===== src/rtl/mem_port_arbiter.sv =====
// Round-robin arbiter sharing one single-port memory between the fetch and load/store ports,
// with one outstanding transaction and a watchdog that terminates unacknowledged accesses.
module mem_port_arbiter #(
    parameter int unsigned TIMEOUT = 16
) (
    input  logic        clk,
    input  logic        rstn,

    input  logic        i_req,
    input  logic [31:0] i_addr,
    output logic        i_gnt,
    output logic        i_rvalid,
    output logic [31:0] i_rdata,
    output logic        i_err,

    input  logic        d_req,
    input  logic [31:0] d_addr,
    input  logic [3:0]  d_we,
    input  logic [31:0] d_wdata,
    output logic        d_gnt,
    output logic        d_rvalid,
    output logic [31:0] d_rdata,
    output logic        d_err,

    output logic        m_req,
    output logic [31:0] m_addr,
    output logic [3:0]  m_we,
    output logic [31:0] m_wdata,
    input  logic        m_ack,
    input  logic [31:0] m_rdata,

    output logic        busy
);

    typedef enum logic { ST_IDLE = 1'b0, ST_ACCESS = 1'b1 } state_e;
    typedef enum logic { PORT_I = 1'b0, PORT_D = 1'b1 } port_e;

    localparam logic [7:0] CNT_LAST = 8'(TIMEOUT - 1);

    state_e      state_q,       state_d;
    port_e       owner_q,       owner_d;
    port_e       last_served_q, last_served_d;
    logic [7:0]  cnt_q,         cnt_d;
    logic [31:0] m_addr_q,      m_addr_d;
    logic [3:0]  m_we_q,        m_we_d;
    logic [31:0] m_wdata_q,     m_wdata_d;
    logic        i_rvalid_q,    i_rvalid_d;
    logic        i_err_q,       i_err_d;
    logic [31:0] i_rdata_q,     i_rdata_d;
    logic        d_rvalid_q,    d_rvalid_d;
    logic        d_err_q,       d_err_d;
    logic [31:0] d_rdata_q,     d_rdata_d;

    logic        gnt_i;
    logic        gnt_d;
    logic        resp_valid;
    logic        resp_err;
    logic [31:0] resp_data;

    always_comb begin
        // NOTE: every signal written here gets a default first, so no path can infer a latch.
        state_d       = state_q;
        owner_d       = owner_q;
        last_served_d = last_served_q;
        cnt_d         = cnt_q;
        m_addr_d      = m_addr_q;
        m_we_d        = m_we_q;
        m_wdata_d     = m_wdata_q;
        gnt_i         = 1'b0;
        gnt_d         = 1'b0;
        resp_valid    = 1'b0;
        resp_err      = 1'b0;
        resp_data     = '0;

        case (state_q)
            ST_IDLE: begin
                // On a tie, whichever port was not served last wins.
                gnt_d = d_req && (!i_req || last_served_q == PORT_I);
                gnt_i = i_req && !gnt_d;
                if (gnt_d) begin
                    m_addr_d      = d_addr;
                    m_we_d        = d_we;
                    m_wdata_d     = d_wdata;
                    owner_d       = PORT_D;
                    last_served_d = PORT_D;
                    cnt_d         = '0;
                    state_d       = ST_ACCESS;
                end else if (gnt_i) begin
                    m_addr_d      = i_addr;
                    m_we_d        = '0;
                    m_wdata_d     = '0;
                    owner_d       = PORT_I;
                    last_served_d = PORT_I;
                    cnt_d         = '0;
                    state_d       = ST_ACCESS;
                end
            end
            ST_ACCESS: begin
                // An ack in the final watchdog cycle still counts as a normal completion.
                if (m_ack) begin
                    resp_valid = 1'b1;
                    resp_data  = (m_we_q != 4'b0000) ? 32'h0 : m_rdata;
                    state_d    = ST_IDLE;
                end else if (cnt_q == CNT_LAST) begin
                    resp_valid = 1'b1;
                    resp_err   = 1'b1;
                    state_d    = ST_IDLE;
                end else begin
                    cnt_d = cnt_q + 8'd1;
                end
            end
            default: state_d = ST_IDLE;
        endcase

        i_rvalid_d = resp_valid && (owner_q == PORT_I);
        i_err_d    = resp_err   && (owner_q == PORT_I);
        i_rdata_d  = i_rvalid_d ? resp_data : i_rdata_q;
        d_rvalid_d = resp_valid && (owner_q == PORT_D);
        d_err_d    = resp_err   && (owner_q == PORT_D);
        d_rdata_d  = d_rvalid_d ? resp_data : d_rdata_q;
    end

    // NOTE: sequential state uses non-blocking assignments so every register samples pre-edge values.
    always_ff @(posedge clk or negedge rstn) begin
        if (!rstn) begin
            state_q       <= ST_IDLE;
            owner_q       <= PORT_I;
            last_served_q <= PORT_I;
            cnt_q         <= '0;
            m_addr_q      <= '0;
            m_we_q        <= '0;
            m_wdata_q     <= '0;
            i_rvalid_q    <= 1'b0;
            i_err_q       <= 1'b0;
            i_rdata_q     <= '0;
            d_rvalid_q    <= 1'b0;
            d_err_q       <= 1'b0;
            d_rdata_q     <= '0;
        end else begin
            state_q       <= state_d;
            owner_q       <= owner_d;
            last_served_q <= last_served_d;
            cnt_q         <= cnt_d;
            m_addr_q      <= m_addr_d;
            m_we_q        <= m_we_d;
            m_wdata_q     <= m_wdata_d;
            i_rvalid_q    <= i_rvalid_d;
            i_err_q       <= i_err_d;
            i_rdata_q     <= i_rdata_d;
            d_rvalid_q    <= d_rvalid_d;
            d_err_q       <= d_err_d;
            d_rdata_q     <= d_rdata_d;
        end
    end

    // Grants are combinational but must stay low for the whole time reset is asserted.
    assign i_gnt    = rstn & gnt_i;
    assign d_gnt    = rstn & gnt_d;

    assign i_rvalid = i_rvalid_q;
    assign i_err    = i_err_q;
    assign i_rdata  = i_rdata_q;
    assign d_rvalid = d_rvalid_q;
    assign d_err    = d_err_q;
    assign d_rdata  = d_rdata_q;

    assign m_req    = (state_q == ST_ACCESS);
    assign m_addr   = m_addr_q;
    assign m_we     = m_we_q;
    assign m_wdata  = m_wdata_q;
    assign busy     = (state_q == ST_ACCESS);

endmodule


===== config.mk =====
export PLATFORM = sky130hd
export DESIGN_NAME = mem_port_arbiter
export DESIGN_NICKNAME = d
export VERILOG_FILES = /design/src/rtl/mem_port_arbiter.sv
export SDC_FILE = /design/constraint.sdc
export NUM_CORES = 1
export LEC_CHECK = 0
export CAP_MARGIN = 0
export CELL_PAD_IN_SITES_DETAIL_PLACEMENT = 1
export CELL_PAD_IN_SITES_GLOBAL_PLACEMENT = 1
export CORE_MARGIN = 5
export CORE_UTILIZATION = 31
export DETAILED_ROUTE_END_ITERATION = 8
export GPL_TIMING_DRIVEN = 0
export MAX_ROUTING_LAYER = met4
export PLACE_DENSITY = 0.88
export SYNTH_ARGS = -nofsm -noshare
export SYNTH_HDL_FRONTEND = slang
export SYNTH_SLANG_ARGS = --single-unit

===== constraint.sdc =====
create_clock -name clk -period 2.2 [get_ports clk]
set_input_delay 0.44 -clock clk [delete_from_list [all_inputs] [get_ports clk]]
set_output_delay 0.44 -clock clk [all_outputs]
set_load 0.005 [all_outputs]

Word level (Yosys, flattened, before mapping)
Index checks and enable logic that the tools add are counted.
{"block": "word_totals", "reg_bits": 146, "input_bits": 137, "output_inout_bits": 140, "elab_cells": 62}
{"block": "classes", "add_sub_neg": 1, "eq_ne": 4, "mux": 28, "bitwise": 4, "reduce_logical": 13}
{"cell": "$mux W32", "n": 7}
{"cell": "$mux W8", "n": 4}
{"cell": "$pmux W8 S2", "n": 1}
{"cell": "$mux W1", "n": 13}
{"cell": "$add A8 B1 Y8 const B", "n": 1}
{"cell": "$eq A8 B4 Y1 const B", "n": 1}
{"cell": "$mux W4", "n": 2}
{"cell": "$logic_and A1 B1 Y1", "n": 6}
{"cell": "$ne A2 B2 Y1 const B", "n": 2}
{"cell": "$reduce_bool A4 Y1", "n": 1}
{"cell": "$ne A3 B3 Y1 const B", "n": 1}
{"cell": "$reduce_and A3 Y1", "n": 1}
{"cell": "$and A1 B1 Y1", "n": 2}
{"cell": "$logic_not A1 Y1", "n": 2}
{"cell": "$not A1 Y1", "n": 2}
{"cell": "$pmux W1 S2", "n": 1}
{"cell": "$reduce_and A2 Y1", "n": 1}
{"cell": "$reduce_bool A2 Y1", "n": 1}
{"cell": "$logic_or A1 B1 Y1", "n": 1}

Logic depth before layout (Yosys ltp)
{"block": "logic_depth", "word_depth": 8, "depth_mapped": 7, "ltp_nobuf": 6}

Worst setup path after synthesis
No wires, ideal clock.
{"block": "synth_path", "kind": "register to output", "from": "register last_served_q", "to": "output port d_gnt", "t_arrival_ps": 1416, "required_ps": 1760, "slack_ps": 344, "path_stages_with_launch": 8, "n_path_buf": 4, "path_cell_list": "dfrtp_1 buf_2 a21boi_1 buf_2 nor2b_1 buf_2 buf_2 and2_1"}
{"block": "synth_via", "elab_chain_cells": 5}
{"item": "start, declared", "line_no": "42", "rtl": "port_e last_served_q, last_served_d;"}
{"item": "start signal, assigned", "line_no": "142", "rtl": "last_served_q <= last_served_d;"}
{"item": "$not A1 Y1"}
{"item": "$logic_or A1 B1 Y1", "line_no": "78", "rtl": "gnt_d = d_req && (!i_req || last_served_q == PORT_I);"}
{"item": "$logic_and A1 B1 Y1", "line_no": "78"}
{"item": "$mux W1", "line_no": "75", "rtl": "case (state_q)"}
{"item": "$and A1 B1 Y1", "line_no": "158", "rtl": "assign d_gnt = rstn & gnt_d;"}
{"item": "end, declared", "line_no": "20", "rtl": "output logic d_gnt,"}
Every way passes these cells.

Final worst setup path
Ends and elaborated chain as after synthesis.

==> metrics <==
reg-to-reg slack, setup 260 ps; RR Startpoint cnt_q[5]; IO Port Bufs between 200 and 300; EDFF count, synth 0; crit path max fanout 4; P&R area growth vs syn 65.17%; Setup WS post-layout 123.8 ps; via count 4877; WHS -104.7 ps; leakage 4.200 nW; antenna-violating nets left 0; sequential-to-total area share from yosys stat 0.6381; max-cap violations 0; RSZ-0062 raised after global routing no; Slew @ Worst Pin 604.4 ps; DRT Wirelength 20550 um; CP startpoint kind flop; Root Driver clkbuf_16; WL per Instance 21.08 um; syn nets 570; Core Footprint 18090 sq um; critical path required time approximately 1800 ps; Ys Warns 0; pwr/cell area 1181 nW/um^2; Die Ht 145.9 um; share of cells above drive strength 1 0.1022; antenna violations before repair 2; DRC 0; flops & latches, synth 146; CTS tree yes; Hold Fails Final Rpt 60; Slew Limit Fails 0; first-pass GRT wire length between 30000 and 40000 um; drt first pass iters 4; total grt overflow 0; CP cell instances buf_6 > a21boi_2 > buf_4 > nor2b_2 > buf_6 > and2_1 > buf_2; HPWL after DPL 15480 um; largest net degree at the start of global routing 63; clk buf depth 2; number of global-route vias before repair 5402; effective utilization at floorplan 0.3166; Die ar. 21290 sq um; Site Rows 49; Yosys top cell by area dfrtp_1; CP Buf/Inv Count 4; status finished, violations left; Ports about 280; CTS Buf Count 17; period utilization 0.9437; total track usage 0.1986; vias per std cell 5.002; ys async rst share 1.000; Synth cell types 41; 1st-iter DRT viols 155; final core utilization 0.5229; GP Congestion approximately 0.8; CP max stage cell dfrtp_1; Synth top area share 0.6381; Arr. time, crit path 1640 ps; nature of the critical path endpoint primary output; Final Setup Violations 0; Final min period 2076 ps; setup TNS 0 ps; Clock Pin Slew Worst Setup and Hold Paths 70 ps; Setup CP Type reg -> out; Pwr Total approximately 11 mW; cell area after synthesis 5725 sq um; Reg-to-Reg End i_rdata[6]; Hold/Removal Path Class in -> async; total clock sinks 146; worst reg2reg path depth 5; largest cells by area after synthesis dfrtp_1 (64%), a22o_1 (16%), mux2i_1 (5.6%); delay of the slowest cell on the worst path 370 ps; Avg Cell Area, Syn around 13 sq um; Fillers 1854; Post-synth top flop dfrtp_1; worst vdd ir 564.4 uV; Clock Latency Late Sink 420 ps; floorplan die width ~150 um; nets@finish 869; f_max 0.4817 GHz; pre-CTS WS -909.9 ps; cell mode on critical path buf_6; CP delay by family, top buffers and inverters; skew final approximately 12 ps; failing checks hold timing; Synth Instances 432; Rel. slew slack 0.5971; H-tree levels 4
==> worst max-delay path by stage <==
| stage | slack (ps) | endpoint | depth (start not counted) | from |
|---|---|---|---|---|
| 6_report | 120 | d_gnt | 7 | last_served_q |
| 3_3_place_gp | -5290 | m_addr[7] | 1 | rstn |
| 5_1_grt | 30 | d_gnt | 7 | last_served_q |
| 4_1_cts | 9 | d_gnt | 7 | last_served_q |
| 2_1_floorplan | 340 | d_gnt | 7 | last_served_q |
| 3_5_place_dp | -910 | d_gnt | 8 | d_req |
==> power by group <==
| part | internal [mW] | switching (mW) | total (mW) |
|---|---|---|---|
| Combinational | 2.56 | 1.51 | 4.07 |
| Clock | 1.59 | 1.25 | 2.85 |
| Sequential | 3.62 | 0.626 | 4.25 |
==> cell type report <==
| type | count | area [sq um] | share of cell area |
|---|---|---|---|
| Antenna cell | 2 | 5.005 | 0.0005292 |
| Buffer | 34 | 201.4 | 0.02130 |
| Clock buffer | 18 | 429.2 | 0.04538 |
| Clock inverter | 14 | 141.4 | 0.01495 |
| Inverter | 3 | 13.76 | 0.001455 |
| Multi-Input combinational cell | 248 | 1882 | 0.1990 |
| Sequential cell | 146 | 3655 | 0.3865 |
| Tap cell | 229 | 286.5 | 0.03030 |
| Timing Repair Buffer | 281 | 2843 | 0.3006 |
==> Yosys cell counts, drive strengths merged, types with 3 or more instances <==
library cell / instances
a22o: 105
buf: 19
clkbuf: 16
dfrtp: 146
inv: 3
mux2: 3
mux2i: 32
nand2: 35
nand3: 5
nor2: 4
nor4: 3
o21ai: 34
==> cells by family (layout without fill, tap and decap cells) <==
kind of cell,after synthesis,count (layout),synth area share
and+or+nand+nor,64,64,0.05944
buffers and inverters,38,350,0.03518
DFF,146,146,0.6381
muxes,35,35,0.06184
other,0,2,0
AOI/OAI and AO/OA,148,148,0.2032
adders and majority gates,1,1,0.002185
==> stage by stage <==
step           instances  hold slack [ps]  cell area, sq um
2_1_floorplan        432            144.4              5725
3_3_place_gp         937            460.3              8775
3_5_place_dp         938            457.1              8803
4_1_cts              972           -37.61              9449
5_1_grt              975           -83.91              9457
6_report             975           -104.7              9457
==> registers in the layout, summed over array words and instances, names as in the netlist <==
signal	count
d_rdata	32
i_rdata	32
m_addr	32
m_wdata	32
cnt_q	8
m_we	4
busy	1
d_err	1
d_rvalid	1
i_err	1
i_rvalid	1
last_served_q	1
==> cell usage in the layout (no fill, tap or decap), types with 4 or more instances in the layout <==
cell,n
nand3_1,5
clkbuf_16,17
nand2_1,35
buf_2,14
inv_6,6
a22o_1,105
clkbuf_1,14
o21ai_0,33
dfrtp_1,145
buf_4,6
nor2_1,4
clkdlybuf4s50_1,271
mux2i_1,32
==> metal layers <==
metal  vias up  part of all wire  global-route usage  wire (um)
li1       2217                 -                   -          -
met1      2396              0.40              0.2249       8263
met2       238              0.49              0.3331      10170
met3        26             0.084             0.06478       1724
met4         0             0.019             0.06553        399
met5         -                 0                   -          0
==> what timing repair did <==
item                                    CTS  global route
pin swaps                                 1             0
endpoints found under the setup margin    2             9
buffers inserted                          2             1
gates resized for setup                  18             6
endpoints found under the hold margin    60            60
cloned                                    1             0
Power figures use the tool's default switching activity.
